`src/rtl/alu_pkg.sv`:
```
// ---------------------------------------------------------------------------
// alu_pkg
//   Shared constants for the registered 8-bit ALU:
//   - default data width and operation count
//   - control FSM state encoding
//   - bit positions inside the one-hot operation select (out_sel)
//   - bit positions inside the operand-register control (in_sel)
// ---------------------------------------------------------------------------
package alu_pkg;

  localparam int ALU_W    = 8;
  localparam int ALU_NOPS = 7;

  // Control FSM encoding; the values are visible on currState/nextState.
  typedef enum logic [1:0] {
    OFF   = 2'b00,
    READY = 2'b01,
    RUN   = 2'b10,
    ERR   = 2'b11
  } state_e;

  // out_sel bit positions, one operation per bit.
  localparam int OP_ADD = 6;
  localparam int OP_SUB = 5;
  localparam int OP_MUL = 4;
  localparam int OP_AND = 3;
  localparam int OP_OR  = 2;
  localparam int OP_XOR = 1;
  localparam int OP_NOT = 0;

  // in_sel bit positions.
  localparam int SEL_CLEAR   = 0;
  localparam int SEL_LOAD    = 1;
  localparam int SEL_PERSIST = 2;

endpackage

```
`src/rtl/alu_core.sv`:
```
// ---------------------------------------------------------------------------
// alu_core
//   Purely combinational datapath: result = op(a, b).
//   All results are unsigned, truncated to W bits, no flags.
//   Any op that is not exactly one of the known one-hot codes yields 0, so
//   an invalid select seen by the result register clears it.
// Ports:
//   a_i      [W-1:0]     operand A
//   b_i      [W-1:0]     operand B
//   op_i     [NOPS-1:0]  one-hot operation select
//   result_o [W-1:0]     operation result
// ---------------------------------------------------------------------------
module alu_core
  import alu_pkg::*;
#(
  parameter int W    = ALU_W,
  parameter int NOPS = ALU_NOPS
) (
  input  logic [W-1:0]    a_i,
  input  logic [W-1:0]    b_i,
  input  logic [NOPS-1:0] op_i,
  output logic [W-1:0]    result_o
);

  logic [2*W-1:0] prod_s;

  // Full-width product; only the low W bits are used.
  assign prod_s = {{W{1'b0}}, a_i} * {{W{1'b0}}, b_i};

  // Select the operation result from the one-hot code.
  always_comb begin
    result_o = '0;
    case (op_i)
      (NOPS'(1) << OP_ADD): result_o = a_i + b_i;
      (NOPS'(1) << OP_SUB): result_o = a_i - b_i;
      (NOPS'(1) << OP_MUL): result_o = prod_s[W-1:0];
      (NOPS'(1) << OP_AND): result_o = a_i & b_i;
      (NOPS'(1) << OP_OR):  result_o = a_i | b_i;
      (NOPS'(1) << OP_XOR): result_o = a_i ^ b_i;
      (NOPS'(1) << OP_NOT): result_o = ~a_i;
      default:              result_o = '0;
    endcase
  end

endmodule

```
`src/rtl/main.sv`:
```
// ---------------------------------------------------------------------------
// main
//   Registered 8-bit ALU: operand registers, a 2-bit control FSM and a
//   result register fed by the combinational alu_core.
// Ports:
//   clk        rising-edge clock
//   rst        synchronous active-high reset
//   on         enable; 0 forces the FSM to OFF and freezes the operands
//   in_sel     [2]=persist, [1]=load, [0]=clear (clear wins over load)
//   num1/num2  operand inputs
//   final1/2   registered operands
//   out_sel    one-hot operation select
//   out        registered ALU result
//   currState  registered FSM state
//   nextState  combinational next FSM state
// ---------------------------------------------------------------------------
module main
  import alu_pkg::*;
#(
  parameter int W    = ALU_W,
  parameter int NOPS = ALU_NOPS
) (
  input  logic            clk,
  input  logic            rst,
  input  logic            on,
  input  logic [2:0]      in_sel,
  input  logic [W-1:0]    num1,
  input  logic [W-1:0]    num2,
  output logic [W-1:0]    final1,
  output logic [W-1:0]    final2,
  input  logic [NOPS-1:0] out_sel,
  output logic [W-1:0]    out,
  output logic [1:0]      currState,
  output logic [1:0]      nextState
);

  logic [W-1:0] final1_q;
  logic [W-1:0] final2_q;
  logic [W-1:0] out_q;
  logic [W-1:0] alu_result_s;
  logic         valid_s;
  state_e       state_q;
  state_e       state_d;

  assign valid_s = $onehot(out_sel);

  alu_core #(
    .W    (W),
    .NOPS (NOPS)
  ) u_core (
    .a_i      (final1_q),
    .b_i      (final2_q),
    .op_i     (out_sel),
    .result_o (alu_result_s)
  );

  // Next-state decode; dropping 'on' always returns to OFF.
  always_comb begin
    state_d = OFF;
    if (!on) begin
      state_d = OFF;
    end else begin
      case (state_q)
        OFF:     state_d = READY;
        READY:   state_d = valid_s ? RUN : ERR;
        RUN:     state_d = valid_s ? RUN : ERR;
        ERR:     state_d = valid_s ? READY : ERR;
        default: state_d = OFF;
      endcase
    end
  end

  // State register.
  always_ff @(posedge clk) begin
    if (rst) begin
      state_q <= OFF;
    end else begin
      state_q <= state_d;
    end
  end

  // Operand registers; 'on' low freezes them even against clear.
  always_ff @(posedge clk) begin
    if (rst) begin
      final1_q <= '0;
      final2_q <= '0;
    end else if (!on) begin
      final1_q <= final1_q;
      final2_q <= final2_q;
    end else if (in_sel[SEL_CLEAR]) begin
      final1_q <= '0;
      final2_q <= '0;
    end else if (in_sel[SEL_LOAD]) begin
      final1_q <= num1;
      final2_q <= num2;
    end else if (in_sel[SEL_PERSIST]) begin
      final1_q <= final1_q;
      final2_q <= final2_q;
    end else begin
      final1_q <= final1_q;
      final2_q <= final2_q;
    end
  end

  // Result register; computes from the operand values held before this edge.
  always_ff @(posedge clk) begin
    if (rst) begin
      out_q <= '0;
    end else begin
      case (state_q)
        RUN:     out_q <= alu_result_s;
        READY:   out_q <= out_q;
        OFF:     out_q <= '0;
        ERR:     out_q <= '0;
        default: out_q <= '0;
      endcase
    end
  end

  assign final1    = final1_q;
  assign final2    = final2_q;
  assign out       = out_q;
  assign currState = state_q;
  assign nextState = state_d;

endmodule

```
`config.mk`:
```
export PLATFORM = sky130hd
export DESIGN_NAME = main
export DESIGN_NICKNAME = d
export VERILOG_FILES = /design/src/rtl/alu_pkg.sv /design/src/rtl/alu_core.sv /design/src/rtl/main.sv
export SDC_FILE = /design/constraint.sdc
export NUM_CORES = 1
export LEC_CHECK = 0
export CELL_PAD_IN_SITES_DETAIL_PLACEMENT = 0
export CELL_PAD_IN_SITES_GLOBAL_PLACEMENT = 2
export CORE_MARGIN = 3
export CORE_UTILIZATION = 31
export DETAILED_ROUTE_END_ITERATION = 10
export PLACE_DENSITY = 0.83
export SYNTH_ARGS = -nofsm -noshare
export SYNTH_HDL_FRONTEND = slang
export SYNTH_SLANG_ARGS = --single-unit
```
`constraint.sdc`:
```
create_clock -name clk -period 5.5 [get_ports clk]
set_clock_uncertainty 0.05 [all_clocks]
set_input_delay 1.1 -clock clk [delete_from_list [all_inputs] [get_ports clk]]
set_output_delay 1.1 -clock clk [all_outputs]
set_load 0.01 [all_outputs]
```
---- Yosys cells after proc, flatten, opt, wreduce, memory -nomap -nowiden ----
Index checks and enable logic that the tools add are counted.
storage, ports and cells
  memory bits (read-only) ................. 0
  word-level logic and storage cells ...... 43
  memories ................................ 0
  register bits after elaboration ......... 26
  RAM bits ................................ 0
  output and inout port bits .............. 28
  bits of input ports ..................... 29
  latch bits .............................. 0
operators by class
  add/sub/neg operators ................... 8
  bitwise operators ....................... 4
  shift operators ......................... 0
  multipliers ............................. 1
  reductions and logical operators ........ 5
  equal/unequal tests ..................... 11
  mux-type cells .......................... 10
  div/mod/pow operators ................... 0
  order comparisons ....................... 0
operators with widths
  cell                  count
  $pmux W8 S7           1
  $mux W8               4
  $pmux W8 S2           1
  $add A8 B8 Y8         1
  $and A8 B8 Y8         1
  $mul A8 B8 Y8         1
  $not A8 Y8            1
  $or A8 B8 Y8          1
  $sub A8 B8 Y8         1
  $xor A8 B8 Y8         1
  $eq A7 B1 Y1 const B  1
  $eq A7 B2 Y1 const B  1
  $eq A7 B3 Y1 const B  1
  $eq A7 B4 Y1 const B  1
  $eq A7 B5 Y1 const B  1
  $eq A7 B6 Y1 const B  1
  $eq A7 B7 Y1 const B  1
  $add A1 B1 Y2         3
  $pmux W2 S3           1
  $eq A2 B2 Y1 const B  2
  $mux W2               2
  $reduce_or A2 Y1      2
  $add A2 B1 Y3         1
  $add A2 B2 Y3         1
  other kinds (7)       7

---- Depth between registers and ports, before layout ----
Gate-level depths: netlist (run 1).
  depth in word-level cells ............... 7
  depth in mapped cells ................... 16
  depth with buffers taken out ............ 16

---- Hierarchy ----
From an unflattened synthesis (run 1), not the netlist that was laid out.
second synthesis, totals
  cell total of the unflattened synthesis .. 389
  area total of the unflattened synthesis .. 3230.6 sq um
modules (own cells, without submodules)
  module    cells an instance  area an instance (sq um)  times used  seq. area each (sq um)
  alu_core  252                1891.8                    1           0.0
  main      137                1338.8                    1           520.5

---- Least setup slack after synthesis (run 1) ----
Ideal clock, no wire load.
  kind .................................... input -> output
  start ................................... input out_sel[0]
  end ..................................... output nextState[1]
  required time ........................... 4350 ps
  cell stages on the path ................. 10
  arrival ................................. 3479 ps
  path slack .............................. 871 ps
  path buffers ............................ 0
  path through ............................ fa_1 > inv_1 > fa_1 > inv_1 > fa_1 > inv_1 > fa_1 > nand3_1 > a21oi_1 > nor3b_1
between the ends
  longest elaborated chain between the ends .. 7
ends and longest elaborated chain
  what                                 RTL line    RTL
  start, declared                      main.sv:31  input logic [NOPS-1:0] out_sel,
  $add A1 B1 Y2 (not written as such)  main.sv:45  assign valid_s = $onehot(out_sel);
  $add A2 B2 Y3 (not written as such)  main.sv:45
  $add A3 B3 Y3 (not written as such)  main.sv:45
  $eq A3 B1 Y1                         main.sv:45
  $mux W2                              main.sv:67  ERR: state_d = valid_s ? READY : ERR;
  $pmux W2 S3                          main.sv:63  case (state_q)
  $mux W2                              main.sv:60  if (!on) begin
  end, declared                        main.sv:34  output logic [1:0] nextState
Every way passes these cells.

---- Worst setup path in the final report (run 1) ----
  start ................................... input out_sel[0]
  end ..................................... output nextState[0]
between the ends
  longest elaborated chain between the ends .. 7
ends and longest elaborated chain
  what                                 RTL line
  $add A1 B1 Y2 (not written as such)  main.sv:45
  $add A2 B2 Y3 (not written as such)  main.sv:45
  $add A3 B3 Y3 (not written as such)  main.sv:45
  $eq A3 B1 Y1                         main.sv:45
  $mux W1                              main.sv:65, main.sv:66
  $pmux W2 S3                          main.sv:63
  $mux W2                              main.sv:60
Every way passes these cells.

==> run_results.csv, run 1 <==
group,metric,value,unit
worst_setup_path,r2r-start,"final2[0]",
die,pin_count,57,
sta,setup-tns-final,0,ns
sta,finalHoldViolations,0,
worst_setup_path,endpoint_kind,"output port",
sta,slew_viol_final,0,
worst_setup_path,path_class,"input pin to output port",
power_and_ir_drop,p_per_area,140.9,mW/mm^2
synthesis,async_flop_share,0,
worst_hold_path,worstHoldPathType,"flop to flop",
detailed_routing,wl_per_cell,15.57,um
worst_setup_path,startpoint,"out_sel[0]",
clock_network,clkLatencyLatePin,0.28,ns
synthesis,synth_top_area_frac,0.1841,
synthesis,synth_nets,481,
die,start_util,0.3199,
placement,dp_cells,564,
clock_network,clkTransAtPathRegs,0.10,ns
sta,rsz0062_at_grt,"no",
worst_setup_path,reg2reg_to,"out[7]",
detailed_routing,viasPerCell,4.847,
global_route,groute.usage.overall,0.1606,
finish,utilization,0.3949,
placement,dp_hpwl,6798,um
synthesis,syn_area,0.003127,mm^2
synthesis,yosysTopAreaCell,"ha_1",
finish,multi_input_area,0.002306,mm^2
global_route,grt_pass1_wl,14640,um
finish,ff_latch_area,520.5,um^2
worst_setup_path,rrSetupSlack,1.01,ns
global_route,grt_max_degree,33,
finish,drive_gt1_frac,0.04598,
global_route,grt.overflow.total,0,
global_route,antenna_found_initial,0,
power_and_ir_drop,ir_worst_vdd,0.1012,mV
synthesis,synth.area.top_cells,"ha_1, dfxtp_1, fa_1",
synthesis,synth_seq_area_share,0.1665,
clock_network,cts.sinks,26,
detailed_routing,drtIter0Drc,110,
worst_setup_path,path_max_fanout,2,
detailed_routing,via_count,2753,
sta,whs,0.4203,ns
placement,portBuffers,55,
clock_network,htreeDepth,1,
finish,fill_cells,1040,
finish,syn2layout_area_growth,23.45,%
sta,max_freq,0.1887,GHz
worst_setup_path,crit_required,4.35,ns
die,rows,36,
run_status,status,"finished clean",
synthesis,synth.avg_cell_area,8.038,um^2
sta,worst_pin_slew,1.109,ns
finish,nNetsFinal,528,
die,coreArea,0.009774,mm^2
worst_setup_path,endpoint,"nextState[0]",
sta,min_period,5.300,ns
worst_setup_path,worst_setup_path_start_kind,"input pin",
finish,diodes,0,
sta,setup_viol,0,
die,chipHeight,106.4,um
global_route,grt_pass1_vias,2846,
clock_network,clock_path_buffers,2,
die,die_area,0.01133,mm^2
worst_setup_path,reg2regPathDepth,14,
detailed_routing,wl,8841,um
synthesis,postSynthCellCount,389,
detailed_routing,drc,0,
worst_setup_path,crit_arrival,4.15,ns
finish,instances_no_fill,568,
sta,slew_headroom,0.2606,
die,chipWidth,106.4,um
synthesis,synth_edf_count,0,
clock_network,cts_buffers,3,
synthesis,yosys_warnings,0,
synthesis,synth_cell_type_count,47,
synthesis,synth_flop_cell,"dfxtp_1",
placement,place_congestion,0.8459,
clock_network,postCtsHoldBufs,0,
clock_network,cts_tree,"done",
power_and_ir_drop,p_leak,1.611,nW
detailed_routing,antenna_left,0,
flow_run,maxCapViolations,0,
sta,fin_crit_sh,0.9636,
clock_network,root_buffer,"clkbuf_8",
detailed_routing,first_pass_iters,4,
synthesis,ys_ff_latch,26,
clock_network,post_cts_buffers,0,
worst max-delay path: stages:
cell             delay, ns
clkdlybuf4s50_1       0.45
fa_1                  0.55
inv_1                 0.05
fa_1                  0.48
inv_1                 0.05
fa_1                  0.35
inv_1                 0.07
fa_1                  0.41
nand3_1               0.15
a211oi_1              0.10
nor2b_1               0.13
dlygate4sd2_1         0.28
kinds of logic after synthesis:
family,count (synthesis),share of synthesized area
fa+ha+maj,63,0.2929
buf+inv,75,0.09724
mux,1,0.003601
flops,26,0.1665
simple gates,117,0.1889
compound gates,76,0.1641
xor+xnor,31,0.08683
timing repair:
action / 4_1_cts / 5_1_grt
cloned: 0 / 0
endpoints found under the setup margin: 2 / 1
gates resized for setup: 2 / 2
layer usage:
layer / GRT usage / routed length, um / vias to the layer above
met5: 0 / 0 / -
li1: - / - / 1385
met2: 0.2624 / 4018 / 77
met3: 0.03339 / 551 / 12
met1: 0.2179 / 4122 / 1279
met4: 0.03653 / 149 / 0
synth_stat cells (2+ instances only):
library cell	instances
dfxtp_1	26
buf_6	2
fa_1	17
nor3_1	3
a31oi_1	2
xnor2_1	23
xor2_1	8
a221oi_1	6
o21bai_1	2
a22oi_1	6
a21o_1	2
a21oi_1	31
o211ai_1	8
nor3b_1	17
nor2b_1	5
nand2_1	28
buf_2	5
clkbuf_1	9
nand3_1	3
and3_1	3
o21ai_0	8
o221ai_1	3
ha_1	46
clkinv_1	2
inv_1	55
nor2_1	48
state kept, by name, summed over array words and instances, names as in the netlist:
signal,cells
out,8
final2,8
final1,8
currState,2
layout make-up:
class	count	area share
sequential	26	0.1348
timing repair buffer	60	0.1507
tap	133	0.04311
multi-input combinational	288	0.5974
inverter	57	0.05543
clock inverter	1	0.007780
clock buffer	3	0.01070
cells in the final DEF, fill, tap and decap left out, drive strengths merged, types with 2 or more instances in the layout:
cell type	Yosys	routed
xor2	8	8
a22oi	6	6
and3	4	4
o21bai	2	2
o21ai	9	9
ha	46	46
nor2	48	48
clkdlybuf4s50	0	53
nand3	3	3
nor2b	6	6
xnor2	23	23
nor3b	17	17
nor3	4	4
clkbuf	10	4
buf	8	5
a21oi	31	31
clkinv	2	2
a31oi	2	2
fa	17	17
dfxtp	26	26
o221ai	3	3
inv	55	55
o211ai	8	8
a221oi	6	6
nand2	28	28
a21o	2	2
how the worst min path moves through the flow:
stage	end	slack [ns]	start	cells after the start
floorplan	out[1]	0.44	out[1]	2
global placement	out[1]	0.40	out[1]	2
detailed placement	out[1]	0.41	out[1]	2
CTS	out[1]	0.43	out[1]	2
global route	out[1]	0.45	out[1]	2
finish	out[1]	0.42	out[1]	2
report_power, final:
| group | internal (mW) | leakage [nW] | switching [mW] |
|---|---|---|---|
| logic | 0.0865 | 1.36 | 0.0896 |
| clock network | 0.0975 | 0.0357 | 0.0647 |
| registers | 0.193 | 0.211 | 0.0125 |
metrics by stage:
| stage | setup slack [ns] | total power, mW | area (um^2) |
|---|---|---|---|
| 2_1_floorplan | 0.8706 | 0.3239 | 3127 |
| 3_3_place_gp | -0.1757 | 0.3851 | 3795 |
| 3_5_place_dp | -0.1842 | 0.3858 | 3795 |
| 4_1_cts | 0.09237 | 0.5490 | 3864 |
| 5_1_grt | 0.004320 | 0.5759 | 3860 |
| 6_report | 0.2004 | 0.5439 | 3860 |
(Power assumes the default switching activity.)
==> inputs of run 2 (changes only) <==
- SLEW_MARGIN: default -> 20
==> run 2 against run 1 <==
Compared with the run above: wire length is 0.20% higher; register-to-register slack about the same; sequential power about the same; setup slack about the same; final cell count stayed put; largest power group unchanged; highest routed layer unchanged.
==> run_results.csv, run 2 (synthesized netlist as in run 1, its figures left out) <==
group,metric,value,unit
run_status,status,"finished clean",
worst_setup_path,path_class,"input pin to output port",
placement,portBuffers,55,
clock_network,htreeDepth,1,
detailed_routing,wl_met3,568,um
power_and_ir_drop,p_per_area,140.6,mW/mm^2
global_route,antenna_found_initial,0,
worst_setup_path,path_max_fanout,2,
power_and_ir_drop,power,0.5436,mW
power_and_ir_drop,ir_worst_vdd,0.1012,mV
sta,setup_viol,0,
worst_setup_path,crit_arrival,4.15,ns
power_and_ir_drop,p_int,0.3773,mW
global_route,grt.overflow.total,0,
global_route,groute.usage.overall,0.1606,
worst_setup_path,endpoint_kind,"output port",
placement,dp_hpwl,6798,um
clock_network,cts_tree,"done",
detailed_routing,wl_per_cell,15.60,um
worst_setup_path,crit_required,4.35,ns
worst_setup_path,worst_setup_path_start_kind,"input pin",
die,die_area,0.01133,mm^2
finish,syn2layout_area_growth,23.69,%
detailed_routing,route.met2.wl,4033,um
flow_run,maxCapViolations,0,
power_and_ir_drop,clkPwrFrac,0.296,
sta,fin_crit_sh,0.9636,
detailed_routing,route.top_layer_used,"met4",
die,chipHeight,106.4,um
clock_network,clkLatencyLatePin,0.28,ns
clock_network,cts.sinks,26,
placement,place_congestion,0.8459,
power_and_ir_drop,power_switching,0.1663,mW
sta,finalHoldViolations,0,
power_and_ir_drop,pwr-share-comb,0.325,
detailed_routing,antenna_left,0,
finish,diodes,0,
clock_network,post_cts_buffers,0,
worst_setup_path,reg2regPathDepth,14,
sta,worst_pin_slew,0.9942,ns
detailed_routing,m1WireLength,4108,um
detailed_routing,wl,8859,um
sta,min_period,5.300,ns
power_and_ir_drop,power_frac_seq,0.378,
detailed_routing,drc,0,
worst_hold_path,worstHoldPathType,"flop to flop",
die,pin_count,57,
sta,slew_viol_final,0,
finish,utilization,0.3957,
finish,nNetsFinal,528,
detailed_routing,viasPerCell,4.868,
clock_network,cts_buffers,3,
detailed_routing,first_pass_iters,4,
sta,slew_headroom,0.3351,
clock_network,root_buffer,"clkbuf_8",
die,chipWidth,106.4,um
detailed_routing,drtIter0Drc,125,
clock_network,clock_path_buffers,2,
finish,layout_common_cells,"inv_1, clkdlybuf4s50_1, nor2_1",
clock_network,clkTransAtPathRegs,0.10,ns
finish,fill_cells,1038,
die,rows,36,
finish,layout_commonest_cell,"inv_1",
global_route,grt_max_degree,33,
die,coreArea,0.009774,mm^2
global_route,grt_pass1_vias,2846,
sta,max_freq,0.1887,GHz
die,start_util,0.3199,
worst_hold_path,hold_path_depth,2,
power_and_ir_drop,p_leak,1.612,nW
finish,drive_gt1_frac,0.04598,
global_route,grt_pass1_wl,14640,um
power_and_ir_drop,sw_frac_of_total,0.3060,
detailed_routing,via_count,2765,
sta,rsz0062_at_grt,"no",
[run 2: cell types whose count changed in the layout (fill, tap and decap cells not counted)]
cell / delta
o21ai_4: +1
o21ai_2: -1
[run 2: timing repair]
| item | 4_1_cts | 5_1_grt |
|---|---|---|
| endpoints found under the setup margin | 2 | 1 |
| hold buffers | 0 | 0 |
| resized for setup | 2 | 2 |
[run 2: final timing paths]
path | startpoint | end | slack (ns)
max | out_sel[0] | nextState[0] | 0.20
min | out[1] | out[1] | 0.42
max reg2reg | final2[0] | out[7] | 1.02
min reg2reg | out[1] | out[1] | 0.42
[run 2: stage by stage]
| step | instances | cell area [um^2] | setup slack (ns) | hold WS, ns | setup TNS [ns] |
|---|---|---|---|---|---|
| finish | 568 | 3867 | 0.2003 | 0.4199 | 0 |
| global route | 568 | 3867 | 0.004366 | 0.4473 | 0 |
| CTS | 568 | 3864 | 0.09237 | 0.4261 | 0 |
| detailed placement | 564 | 3795 | -0.1842 | 0.4090 | -0.2742 |
| global placement | 564 | 3795 | -0.1757 | 0.4019 | -0.2461 |
| floorplan | 389 | 3127 | 0.8706 | 0.4358 | 0 |
[run 2: cell type report]
class                   instances  area, um^2  area share
multi-input cells             288        2313      0.5982
repair buffers                 60       581.8      0.1504
flip-flops and latches         26       520.5      0.1346
inverters                      57       214.0     0.05532
well taps                     133       166.4     0.04303
clock buffers                   3       41.29     0.01068
clock inverters                 1       30.03    0.007764
[run 2: critical path: stages]
cell and delay (ns):
clkdlybuf4s50_1 0.45, fa_1 0.55, inv_1 0.05, fa_1 0.48, inv_1 0.05, fa_1 0.35, inv_1 0.07, fa_1 0.41
nand3_1 0.15, a211oi_1 0.10, nor2b_1 0.13, dlygate4sd2_1 0.28
[run 2: power by group through the flow]
stage               sequential, mW  combinational [mW]  clock (mW)
floorplan                    0.206               0.118           0
global placement             0.210               0.175           0
detailed placement           0.210               0.176           0
CTS                          0.205               0.178       0.166
global route                 0.207               0.198       0.172
finish                       0.206               0.177       0.161
[run 2: layer usage]
metal,up-vias,GRT usage
li1,1386,-
met1,1284,0.2179
met2,83,0.2624
met3,12,0.03339
met4,0,0.03653
met5,-,0
